File: src/rtl/cpu7b_mem_arb.sv
// cpu7b_mem_arb
//   Shares one SRAM-like memory port between the instruction fetch unit
//   (read-only) and the load/store unit (read/write). A single transaction
//   is outstanding at a time. The winning request is registered and driven
//   downstream, and the response is routed back to the master that owns it.
//   The LSU has fixed priority. A starvation counter lets the IFU win once
//   after STARVE_LIMIT consecutive contended LSU grants.
//
// Ports
//   clk, reset            : single clock, synchronous active-high reset
//   ifu_req/ifu_addr      : IFU read request, held until ifu_addr_ok
//   ifu_addr_ok           : IFU request accepted (1-cycle pulse)
//   ifu_data_ok/ifu_rdata : IFU read data valid / data
//   lsu_req/wr/wstrb/addr/wdata : LSU request, held until lsu_addr_ok
//   lsu_addr_ok           : LSU request accepted (1-cycle pulse)
//   lsu_data_ok/lsu_rdata : LSU read data valid or write done / data
//   bus_req/wr/wstrb/addr/wdata : registered downstream request
//   bus_addr_ok           : downstream accepted the request
//   bus_data_ok/bus_rdata : downstream response
//   arb_busy              : a transaction is in flight
module cpu7b_mem_arb #(
   parameter int ADDR_WIDTH   = 32,
   parameter int DATA_WIDTH   = 32,
   parameter int STARVE_LIMIT = 4
) (
   input  logic                    clk,
   input  logic                    reset,
   input  logic                    ifu_req,
   input  logic [ADDR_WIDTH-1:0]   ifu_addr,
   output logic                    ifu_addr_ok,
   output logic                    ifu_data_ok,
   output logic [DATA_WIDTH-1:0]   ifu_rdata,
   input  logic                    lsu_req,
   input  logic                    lsu_wr,
   input  logic [DATA_WIDTH/8-1:0] lsu_wstrb,
   input  logic [ADDR_WIDTH-1:0]   lsu_addr,
   input  logic [DATA_WIDTH-1:0]   lsu_wdata,
   output logic                    lsu_addr_ok,
   output logic                    lsu_data_ok,
   output logic [DATA_WIDTH-1:0]   lsu_rdata,
   output logic                    bus_req,
   output logic                    bus_wr,
   output logic [DATA_WIDTH/8-1:0] bus_wstrb,
   output logic [ADDR_WIDTH-1:0]   bus_addr,
   output logic [DATA_WIDTH-1:0]   bus_wdata,
   input  logic                    bus_addr_ok,
   input  logic                    bus_data_ok,
   input  logic [DATA_WIDTH-1:0]   bus_rdata,
   output logic                    arb_busy
);

   localparam int STRB_W = DATA_WIDTH / 8;
   localparam int CNT_W  = $clog2(STARVE_LIMIT + 1);
   localparam logic [CNT_W-1:0] CNT_MAX = CNT_W'(STARVE_LIMIT);

   typedef enum logic [1:0] {
      ST_IDLE,
      ST_ADDR,
      ST_DATA
   } state_t;

   state_t                state_q,      state_d;
   logic [CNT_W-1:0]      starve_cnt_q, starve_cnt_d;
   logic                  owner_ifu_q,  owner_ifu_d;
   logic                  bus_wr_q,     bus_wr_d;
   logic [STRB_W-1:0]     bus_wstrb_q,  bus_wstrb_d;
   logic [ADDR_WIDTH-1:0] bus_addr_q,   bus_addr_d;
   logic [DATA_WIDTH-1:0] bus_wdata_q,  bus_wdata_d;
   logic                  lsu_wins;

   // The IFU overrides LSU priority only when it is actually waiting and
   // has already lost STARVE_LIMIT contended grants in a row.
   assign lsu_wins = lsu_req && !(ifu_req && (starve_cnt_q == CNT_MAX));

   always_comb begin
      state_d      = state_q;
      starve_cnt_d = starve_cnt_q;
      owner_ifu_d  = owner_ifu_q;
      bus_wr_d     = bus_wr_q;
      bus_wstrb_d  = bus_wstrb_q;
      bus_addr_d   = bus_addr_q;
      bus_wdata_d  = bus_wdata_q;
      ifu_addr_ok  = 1'b0;
      lsu_addr_ok  = 1'b0;
      ifu_data_ok  = 1'b0;
      lsu_data_ok  = 1'b0;

      case (state_q)
         ST_IDLE: begin
            if (lsu_wins) begin
               lsu_addr_ok = 1'b1;
               owner_ifu_d = 1'b0;
               bus_wr_d    = lsu_wr;
               bus_wstrb_d = lsu_wstrb;
               bus_addr_d  = lsu_addr;
               bus_wdata_d = lsu_wdata;
               state_d     = ST_ADDR;
               if (!ifu_req) begin
                  starve_cnt_d = '0;
               end else if (starve_cnt_q != CNT_MAX) begin
                  starve_cnt_d = starve_cnt_q + 1'b1;
               end
            end else if (ifu_req) begin
               // Fetches are always reads; write fields are cleared so a
               // stale LSU strobe can never reach the bus.
               ifu_addr_ok  = 1'b1;
               owner_ifu_d  = 1'b1;
               bus_wr_d     = 1'b0;
               bus_wstrb_d  = '0;
               bus_addr_d   = ifu_addr;
               bus_wdata_d  = '0;
               starve_cnt_d = '0;
               state_d      = ST_ADDR;
            end
         end
         ST_ADDR: begin
            if (bus_addr_ok) begin
               state_d = ST_DATA;
            end
         end
         ST_DATA: begin
            if (bus_data_ok) begin
               ifu_data_ok = owner_ifu_q;
               lsu_data_ok = !owner_ifu_q;
               state_d     = ST_IDLE;
            end
         end
         default: state_d = ST_IDLE;
      endcase

      // A grant or response seen during reset is discarded, so the
      // requesters must not see a handshake pulse either.
      if (reset) begin
         ifu_addr_ok = 1'b0;
         lsu_addr_ok = 1'b0;
         ifu_data_ok = 1'b0;
         lsu_data_ok = 1'b0;
      end
   end

   always_ff @(posedge clk) begin
      if (reset) begin
         state_q      <= ST_IDLE;
         starve_cnt_q <= '0;
         owner_ifu_q  <= 1'b0;
         bus_wr_q     <= 1'b0;
         bus_wstrb_q  <= '0;
         bus_addr_q   <= '0;
         bus_wdata_q  <= '0;
      end else begin
         state_q      <= state_d;
         starve_cnt_q <= starve_cnt_d;
         owner_ifu_q  <= owner_ifu_d;
         bus_wr_q     <= bus_wr_d;
         bus_wstrb_q  <= bus_wstrb_d;
         bus_addr_q   <= bus_addr_d;
         bus_wdata_q  <= bus_wdata_d;
      end
   end

   assign bus_req   = (state_q == ST_ADDR);
   assign arb_busy  = (state_q != ST_IDLE);
   assign bus_wr    = bus_wr_q;
   assign bus_wstrb = bus_wstrb_q;
   assign bus_addr  = bus_addr_q;
   assign bus_wdata = bus_wdata_q;
   assign ifu_rdata = bus_rdata;
   assign lsu_rdata = bus_rdata;

endmodule

File: config.mk
export PLATFORM = sky130hd
export DESIGN_NAME = cpu7b_mem_arb
export DESIGN_NICKNAME = d
export VERILOG_FILES = /design/src/rtl/cpu7b_mem_arb.sv
export SDC_FILE = /design/constraint.sdc
export NUM_CORES = 1
export LEC_CHECK = 0
export ABC_AREA = 1
export BUFFER_PORTS_ARGS = -buffer_cell sky130_fd_sc_hd__buf_2
export CORE_MARGIN = 2
export CORE_UTILIZATION = 38
export CTS_BUF_LIST = sky130_fd_sc_hd__clkbuf_16
export CTS_CLUSTER_DIAMETER = 80
export DETAILED_ROUTE_END_ITERATION = 10
export PLACE_DENSITY = 0.76
export SLEW_MARGIN = 30
export SYNTH_ARGS = -nofsm -noshare
export SYNTH_HDL_FRONTEND = slang
export SYNTH_SLANG_ARGS = --single-unit
export TNS_END_PERCENT = 100
File: constraint.sdc
create_clock -name clk -period 1.3 [get_ports clk]
set_input_delay 0.26 -clock clk [delete_from_list [all_inputs] [get_ports clk]]
set_output_delay 0.26 -clock clk [all_outputs]
set_load 0.1 [all_outputs]
==> flow_summary.ini, run 1 <==
[floorplanning]
start_util = 0.386
num_rows = 38
ios = 278
die_h_um = 109
die_area_um2 = 11800
core-area_um2 = 10700
die_w_um = 109

[placement]
dp_cells = 846
io_buffers = 181
dp_hpwl_um = 8440
gp_congestion = 0.769

[setup_path]
critPathBufInv = 2
worst-path-stages = 7
cp-start-kind = register
r2r-start = starve_cnt_q[0]
critPathTopFamily = simple AND/OR/NAND/NOR gates
rr_endpoint = bus_addr[31]
path_cells = inv_2 > ha_4 > nand3_4 > nand2_4 > nand2_4 > nor2_4 > buf_12
crit_path_end_kind = output pin
crit_type = register to output pin
crit_slowest_cell = dfxtp_2
crit_required_ns = 1.04
slowest_delay_ns = 0.32
r2r_slack_ns = -0.21
ff2ff_path_depth = 11
critical_path.startpoint = starve_cnt_q[0]
cpMostUsedCell = nand2_4
cp_max_fo = 4
crit_arrival_ns = 1.39

[synthesis]
ys_async_sr_fraction = 0
synth_fp_nets = 735
synthTopCellsByCount = 110 x nand2_1, 109 x inv_1, 75 x dfxtp_1
yosys.area.top_type_share = 0.362
synth_edf_count = 0
synthTopCellsByArea = dfxtp_1 36%, buf_4 12%, nand2_1 9.9%
ys_types = 24
ys_seq_area_frac = 0.362
yosysWarnings = 0
synthesis.area_um2 = 4150
synth_top_area_cell = dfxtp_1
syn_avg_cell_area_um2 = 6.99
synthCells = 594
ys_seq_elements = 75
synth-main-ff-cell = dfxtp_1
synth.most_common_cell = nand2_1

[sta]
finClkSkew_ns = 0.00727
setup_slack_ns = -0.348
tns_ns = -8.40
setup_viol = 75
hold_slack_ns = 0.175
fmax_mhz = 607
maxSlewViolCount = 0
tightestPinTransition_ns = 0.402
relSlewSlack = 0.732
rsz0062_at_grt = true
fin_crit_ns = 1.65
period_share = 1.27
report.final.hold_viol_count = 0

[status]
violations = negative setup slack
status = complete, but fails checks

[cts]
clockBufferDepth = 2
insertion_delay_ns = 0.33
cts_made_buffers = 9
cts_max_level = 3
clk_pin_slew_worst_paths_ns = 0.06
cts.sinks = 75
tritoncts = yes
clock-root-buffer = clkbuf_16

[hold_path]
min_from = lsu_wdata[25]
worstHoldPathCells = 3
min_to = bus_wdata[25]
hold_path_class = primary input to register

[global_routing]
grt_max_degree = 52
antenna_found_initial = 0
grt_pass1_wl_um = 17900
grt_use_total = 0.195
grt-ovfl-total = 0
grt_pass1_vias = 3660

[finish]
multi_input_area_um2 = 2000
nets = 877
n_antenna_cell = 0
drive_gt1_frac = 0.516
fin_cells = 881
fin_util = 0.652
fillers = 846
synthToLayoutAreaGrowth_pct = 68.9
seq_area_um2 = 1550

[power_and_ir_drop]
comb_power_share = 0.447
switching_share = 0.405
leakagePower_nw = 3.34
power_per_cell_area_nw_per_um2 = 1460
power.clock.fraction = 0.275
ir_worst_vdd_v = 0.000674
internal_power_mw = 6.09
p_switching_mw = 4.15
seq_power_share = 0.278

[routing]
wire_per_inst_um = 14.8
wl_um = 13100
drc = 0
detail_route.first_pass.iterations = 4
vias = 4055
vias_per_cell = 4.60
final_antenna_net_count = 0
dr.first_iter.drc_count = 179

[flow_run]
drv_cap = 0
## stage by stage
| step | worst slack, ns | area [µm²] | total power [mW] |
|---|---|---|---|
| 2_1_floorplan | -0.592 | 4300 | 6.48 |
| 6_report | -0.348 | 7010 | 10.2 |
| 3_3_place_gp | -0.0456 | 6060 | 7.05 |
| 5_1_grt | -0.409 | 7010 | 10.6 |
| 3_5_place_dp | -0.0670 | 6060 | 7.11 |
| 4_1_cts | -0.356 | 6480 | 9.99 |
## worst max path at each step
stage                               to  slack, ns
after global placement     ifu_addr_ok      -0.05
after CTS                  ifu_addr_ok      -0.36
final                      ifu_addr_ok      -0.35
after global routing       ifu_addr_ok      -0.41
after floorplan            lsu_addr_ok      -0.59
after detailed placement  bus_wdata[7]      -0.07
## tightest hold or removal path, stage by stage
cell     delay [ns]
buf_2          0.07
o21ai_1        0.06
nor2_1         0.08
## logic make-up after synthesis
group,count (synthesis),share of synthesized area
AO/OA/AOI/OAI,76,0.110
AND/OR/NAND/NOR,232,0.244
buffers and inverters,209,0.278
adder cells (fa/ha/maj),2,0.00603
flip-flops,75,0.362
## what timing repair did
item                                    in CTS  in global routing
endpoints found under the setup margin      52                 76
pin swaps                                    5                 18
gates resized for setup                     13                 95
hold buffers                                 0                  0
buffers inserted                             5                  4
gates cloned                                 1                  9
## cell usage in the layout (no fill, tap or decap), types with 3 or more instances in the layout
| cell | Yosys | layout |
|---|---|---|
| a21oi_1 | 17 | 16 |
| a21oi_2 | 20 | 21 |
| buf_12 | 0 | 85 |
| buf_2 | 5 | 106 |
| buf_4 | 67 | 22 |
| buf_6 | 15 | 4 |
| bufinv_16 | 0 | 3 |
| clkbuf_16 | 0 | 11 |
| dfxtp_1 | 75 | 38 |
| dfxtp_2 | 0 | 35 |
| inv_1 | 109 | 106 |
| inv_2 | 3 | 5 |
| nand2_1 | 110 | 86 |
| nand2_2 | 2 | 19 |
| nand2_4 | 2 | 9 |
| nand2_8 | 1 | 8 |
| nand3_1 | 66 | 54 |
| nand3_2 | 1 | 12 |
| nor2_1 | 44 | 17 |
| nor2_2 | 0 | 12 |
| nor2_4 | 1 | 16 |
| o21ai_1 | 37 | 38 |
## area by class of cell
type	instances	area share
well taps	140	0.0250
inverters	112	0.0612
flip-flops and latches	75	0.221
clock buffers	9	0.0321
clock inverters	7	0.0155
multi-input cells	317	0.285
repair buffers	221	0.360
## flip-flops by register name (all words and copies together) (netlist names)
| register | count |
|---|---|
| bus_addr | 32 |
| bus_wdata | 32 |
| bus_wr | 1 |
| bus_wstrb | 4 |
| owner_ifu_q | 1 |
| starve_cnt_q | 3 |
| state_q | 2 |
## routing by layer
layer  routed length (µm)  up-vias  GRT usage
met4                  348        0     0.0952
met2                 6640      144      0.333
met3                  839       35     0.0482
li1                     -     2038          -
met5                    0        -          0
met1                 5250     1838      0.226
## power by group through the flow
stage / Sequential (mW) / Clock (mW) / Combinational (mW)
2_1_floorplan: 4.48 / 0 / 2.00
4_1_cts: 2.85 / 2.87 / 4.27
3_3_place_gp: 2.88 / 0 / 4.17
5_1_grt: 2.88 / 2.95 / 4.80
3_5_place_dp: 2.90 / 0 / 4.21
6_report: 2.85 / 2.82 / 4.57
(Power assumes the default switching activity.)
==> run 2, diff against run 1 <==
PLACE_DENSITY = unset   (was 0.76)
PLACE_DENSITY_LB_ADDON = 0.15   (was unset)
==> run 2 against run 1 <==
Against the previous run:
- non-clock buffer count fell by 6
- via count fell by 1.6%
- critical path depth fell by 1
- sequential share of layout area rose by 1.2 points
- clock-buffer cell count did not move
- the run still ends with negative setup slack left
- largest cell class unchanged
- register-to-register slack improved by 0.08 ns
- combinational power fell by 4%
- fmax fell by 1.7%
- global-route usage fell by 0.075 points
- sequential power barely moved
- highest routed layer unchanged
- design area fell by 5.4%
- cell count fell by 0.68%
==> flow_summary.ini, run 2 (synthesized netlist as in run 1, its figures left out) <==
[floorplanning]
core-area_um2 = 10700
ios = 278
die_w_um = 109
die_h_um = 109
start_util = 0.386
die_area_um2 = 11800
num_rows = 38

[routing]
detail_route.first_pass.iterations = 4
drc = 0
dr.first_iter.drc_count = 169
vias = 3989
wire_per_inst_um = 13.3
vias_per_cell = 4.56
final_antenna_net_count = 0
wl_um = 11600

[power_and_ir_drop]
power.clock.fraction = 0.247
seq_power_share = 0.295
ir_worst_vdd_v = 0.000691
comb_power_share = 0.458
switching_share = 0.415
p_switching_mw = 4.00
power_per_cell_area_nw_per_um2 = 1450
internal_power_mw = 5.64
leakagePower_nw = 3.21

[setup_path]
critical_path.startpoint = starve_cnt_q[1]
ff2ff_path_depth = 9
crit_path_end_kind = output pin
r2r-start = starve_cnt_q[1]
critPathTopFamily = flip-flops
crit_slowest_cell = dfxtp_2
critPathBufInv = 2
cp-start-kind = register
worst-path-stages = 6
crit_type = register to output pin
slowest_delay_ns = 0.33
path_cells = inv_2 > ha_4 > nand3_4 > nand2_4 > nor3_4 > buf_12
crit_required_ns = 1.04
cp_max_fo = 3
crit_arrival_ns = 1.42

[finish]
final_cell_mix = 108 x inv_1, 108 x nand2_1, 106 x buf_2
fillers = 942
fin_cells = 875
n_antenna_cell = 0
drive_gt1_frac = 0.445
nets = 871
synthToLayoutAreaGrowth_pct = 59.8

[status]
violations = negative setup slack
status = complete, but fails checks

[cts]
cts_hold_buf = 0
clock-root-buffer = clkbuf_16
cts_max_level = 3
insertion_delay_ns = 0.33
clockBufferDepth = 2
clk_pin_slew_worst_paths_ns = 0.06
cts.sinks = 75
tritoncts = yes
cts_made_buffers = 9

[sta]
tightestPinTransition_ns = 0.348
setup_slack_ns = -0.376
period_share = 1.29
tns_ns = -4.99
setup_viol = 75
hold_slack_ns = 0.175
rsz0062_at_grt = true
fin_crit_ns = 1.68
finClkSkew_ns = 0.00362
fmax_mhz = 597
relSlewSlack = 0.768
report.final.hold_viol_count = 0
maxSlewViolCount = 0

[flow_run]
drv_cap = 0

[global_routing]
grt_max_degree = 34
grt-ovfl-total = 0
grt_pass1_wl_um = 17800
grt_use_total = 0.194
grt_pass1_vias = 3771
antenna_found_initial = 0

[placement]
io_buffers = 181
dp_cells = 843
dp_hpwl_um = 8220
gp_congestion = 0.738

[hold_path]
min_from = lsu_wdata[27]
worstHoldPathCells = 3
hold_path_class = primary input to register
## run 2: timing repair
action	in CTS	in global routing
cloned	3	5
hold endpoints to repair	0	0
resized for setup	13	33
endpoints found under the setup margin	75	73
setup buffers	5	4
pin swaps	6	6
## run 2: layout make-up
| cell class | count | area (µm²) | area share |
|---|---|---|---|
| timing repair buffer | 215 | 2410 | 0.363 |
| multi-input combinational | 317 | 1800 | 0.271 |
| sequential | 75 | 1550 | 0.233 |
| clock inverter | 7 | 53.8 | 0.00811 |
| clock buffer | 9 | 225 | 0.0339 |
| inverter | 112 | 427 | 0.0643 |
| tap | 140 | 175 | 0.0264 |
## run 2: worst paths after layout
path / slack (ns) / endpoint
worst max-delay path: -0.38 / lsu_addr_ok
worst min register to register: 0.49 / owner_ifu_q
worst min-delay path: 0.17 / bus_wdata[27]
worst max register to register: -0.13 / bus_addr[4]
## run 2: per-layer routing
layer | track usage | vias up | wire [µm] | share of wire
met5 | 0 | - | 0 | 0
met4 | 0.103 | 0 | 354 | 0.030
met3 | 0.0518 | 48 | 862 | 0.074
met2 | 0.338 | 124 | 6040 | 0.52
met1 | 0.214 | 1792 | 4380 | 0.38
li1 | - | 2025 | - | -
## run 2: worst reg2reg max path, delay by kind of cell (launching register included)
family	cells	cell delay, ns
buffers and inverters	3	0.44
adder cells (fa/ha/maj)	1	0.15
flip-flops	1	0.32
AND/OR/NAND/NOR	5	0.48
## run 2: power groups by stage
stage	logic (mW)	registers [mW]	clock network (mW)
after floorplan	2.00	4.48	0
final	4.41	2.85	2.38
after detailed placement	4.20	2.90	0
after global placement	4.16	2.88	0
after global routing	4.64	2.88	2.56
after CTS	4.27	2.85	2.46
## run 2: stage by stage
stage | setup WS, ns | instance area, µm² | util | total power [mW]
final | -0.376 | 6630 | 0.617 | 9.64
after global routing | -0.453 | 6630 | 0.617 | 10.1
after CTS | -0.394 | 6380 | 0.593 | 9.58
after detailed placement | -0.134 | 5990 | 0.558 | 7.10
after global placement | -0.0555 | 5990 | 0.558 | 7.04
after floorplan | -0.592 | 4300 | - | 6.48
==> run 3, diff against run 2 <==
REMOVE_ABC_BUFFERS = 1   (was unset)
==> run 3 against run 2 <==
Against the previous run:
- the run still ends with negative setup slack left
- die area is the same
- sequential share of layout area shrank 0.57 points
- design area grew 0.11%
- combinational power grew 2%
- fmax shrank 1.6%
- wire length grew 27%
- cell count grew 0.46%
- clock skew grew 0.0013 ns
- flip-flop and latch count is the same
- sequential power is essentially flat
- via count grew 3.2%
- largest power group unchanged
==> flow_summary.ini, run 3 (synthesized netlist as in run 1, its figures left out) <==
[power_and_ir_drop]
ir_worst_vdd_v = 0.000797
leakagePower_nw = 3.21
power.clock.fraction = 0.233
p_total_mw = 9.52
power_per_cell_area_nw_per_um2 = 1430
seq_power_share = 0.296
p_switching_mw = 4.07
switching_share = 0.427
comb_power_share = 0.471
internal_power_mw = 5.45

[sta]
tightestPinTransition_ns = 0.503
fin_crit_ns = 1.70
period_share = 1.31
hold_slack_ns = 0.177
finClkSkew_ns = 0.00497
setup_viol = 76
maxSlewViolCount = 0
setup_slack_ns = -0.404
relSlewSlack = 0.665
fmax_mhz = 587
rsz0062_at_grt = true
report.final.hold_viol_count = 0

[finish]
n_antenna_cell = 0
fillers = 965
synthToLayoutAreaGrowth_pct = 60.0
final_cell_mix = 108 x nand2_1, 106 x inv_1, 106 x buf_2
drive_gt1_frac = 0.428
fin_util = 0.618
nets = 875
layout_commonest_cell = nand2_1

[routing]
vias = 4117
wl_um = 14800
wire_per_inst_um = 16.9
dr.first_iter.drc_count = 200
detail_route.first_pass.iterations = 4
vias_per_cell = 4.68
drc = 0
final_antenna_net_count = 0

[hold_path]
worstHoldPathCells = 3
min_to = bus_wdata[3]
hold_path_class = primary input to register
min_from = lsu_wdata[3]

[global_routing]
grt-ovfl-total = 0
grt_max_degree = 35
grt_use_total = 0.238
grt_pass1_wl_um = 20800
antenna_found_initial = 0
grt_pass1_vias = 3739

[setup_path]
r2r-start = starve_cnt_q[1]
crit_type = register to output pin
cp-start-kind = register
crit_required_ns = 1.04
crit_path_end_kind = output pin
r2r_slack_ns = -0.10
cp_max_fo = 4
rr_endpoint = bus_addr[31]
crit_arrival_ns = 1.44
ff2ff_path_depth = 9

[floorplanning]
core-area_um2 = 10700
die_area_um2 = 11800
ios = 278
die_w_um = 109
die_h_um = 109
start_util = 0.386
num_rows = 38

[cts]
clockBufferDepth = 2
clk_pin_slew_worst_paths_ns = 0.06
tritoncts = yes
insertion_delay_ns = 0.33
clock-root-buffer = clkbuf_16
cts_max_level = 3
cts.sinks = 75
cts_made_buffers = 9
cts_hold_buf = 0

[placement]
dp_hpwl_um = 10200
io_buffers = 181
dp_slack_ns = -0.178
gp_congestion = 0.784

[flow_run]
drv_cap = 0

[status]
violations = negative setup slack
status = complete, but fails checks
[run 3: worst max path at each step]
stage,from,end,slack [ns]
final,starve_cnt_q[1],lsu_addr_ok,-0.40
after global routing,starve_cnt_q[0],lsu_addr_ok,-0.48
after CTS,starve_cnt_q[0],lsu_addr_ok,-0.39
after floorplan,starve_cnt_q[0],lsu_addr_ok,-2.38
after global placement,starve_cnt_q[0],lsu_addr_ok,-0.16
after detailed placement,starve_cnt_q[0],lsu_addr_ok,-0.18
[run 3: final cells by class]
class / count / area [µm²] / share of cell area
clock buffers: 9 / 225 / 0.0339
clock inverters: 7 / 37.5 / 0.00565
inverters: 112 / 432 / 0.0650
multi-input cells: 317 / 1810 / 0.272
flip-flops and latches: 75 / 1510 / 0.228
well taps: 140 / 175 / 0.0264
repair buffers: 219 / 2450 / 0.370
[run 3: per-stage QoR]
stage                     cell area (µm²)  instances  TNS (ns)
after CTS                            6250        865     -3.54
after global routing                 6640        879    -11.05
after floorplan                      3420        497    -57.77
after global placement               5850        845     -4.93
after detailed placement             5850        845     -7.57
final                                6640        879     -5.71
[run 3: routing by layer]
layer,track usage,up-vias,share of wire,routed length (µm)
li1,-,2044,-,-
met1,0.292,1846,0.42,6240
met2,0.329,208,0.43,6310
met3,0.157,19,0.14,2040
met4,0.0760,0,0.015,222
met5,0.0491,-,0,0
[run 3: worst max-delay path, stage by stage (launching register included)]
cell	delay, ns
dfxtp_2	0.33
inv_2	0.05
ha_4	0.16
nand3_4	0.07
nand2_4	0.08
nor3_4	0.13
buf_6	0.12
buf_12	0.16
[run 3: power groups by stage]
stage               clock [mW]  sequential (mW)  combinational (mW)
finish                    2.22             2.82                4.48
global route              2.38             2.85                4.71
CTS                       2.28             2.82                4.21
detailed placement           0             2.86                4.13
global placement             0             2.85                4.09
floorplan                    0             4.45               0.870
[run 3: repair_timing]
item	CTS	global route
gates cloned	3	7
setup endpoints to repair	77	77
buffers inserted	2	7
pin swaps	7	4
gates resized for setup	30	54
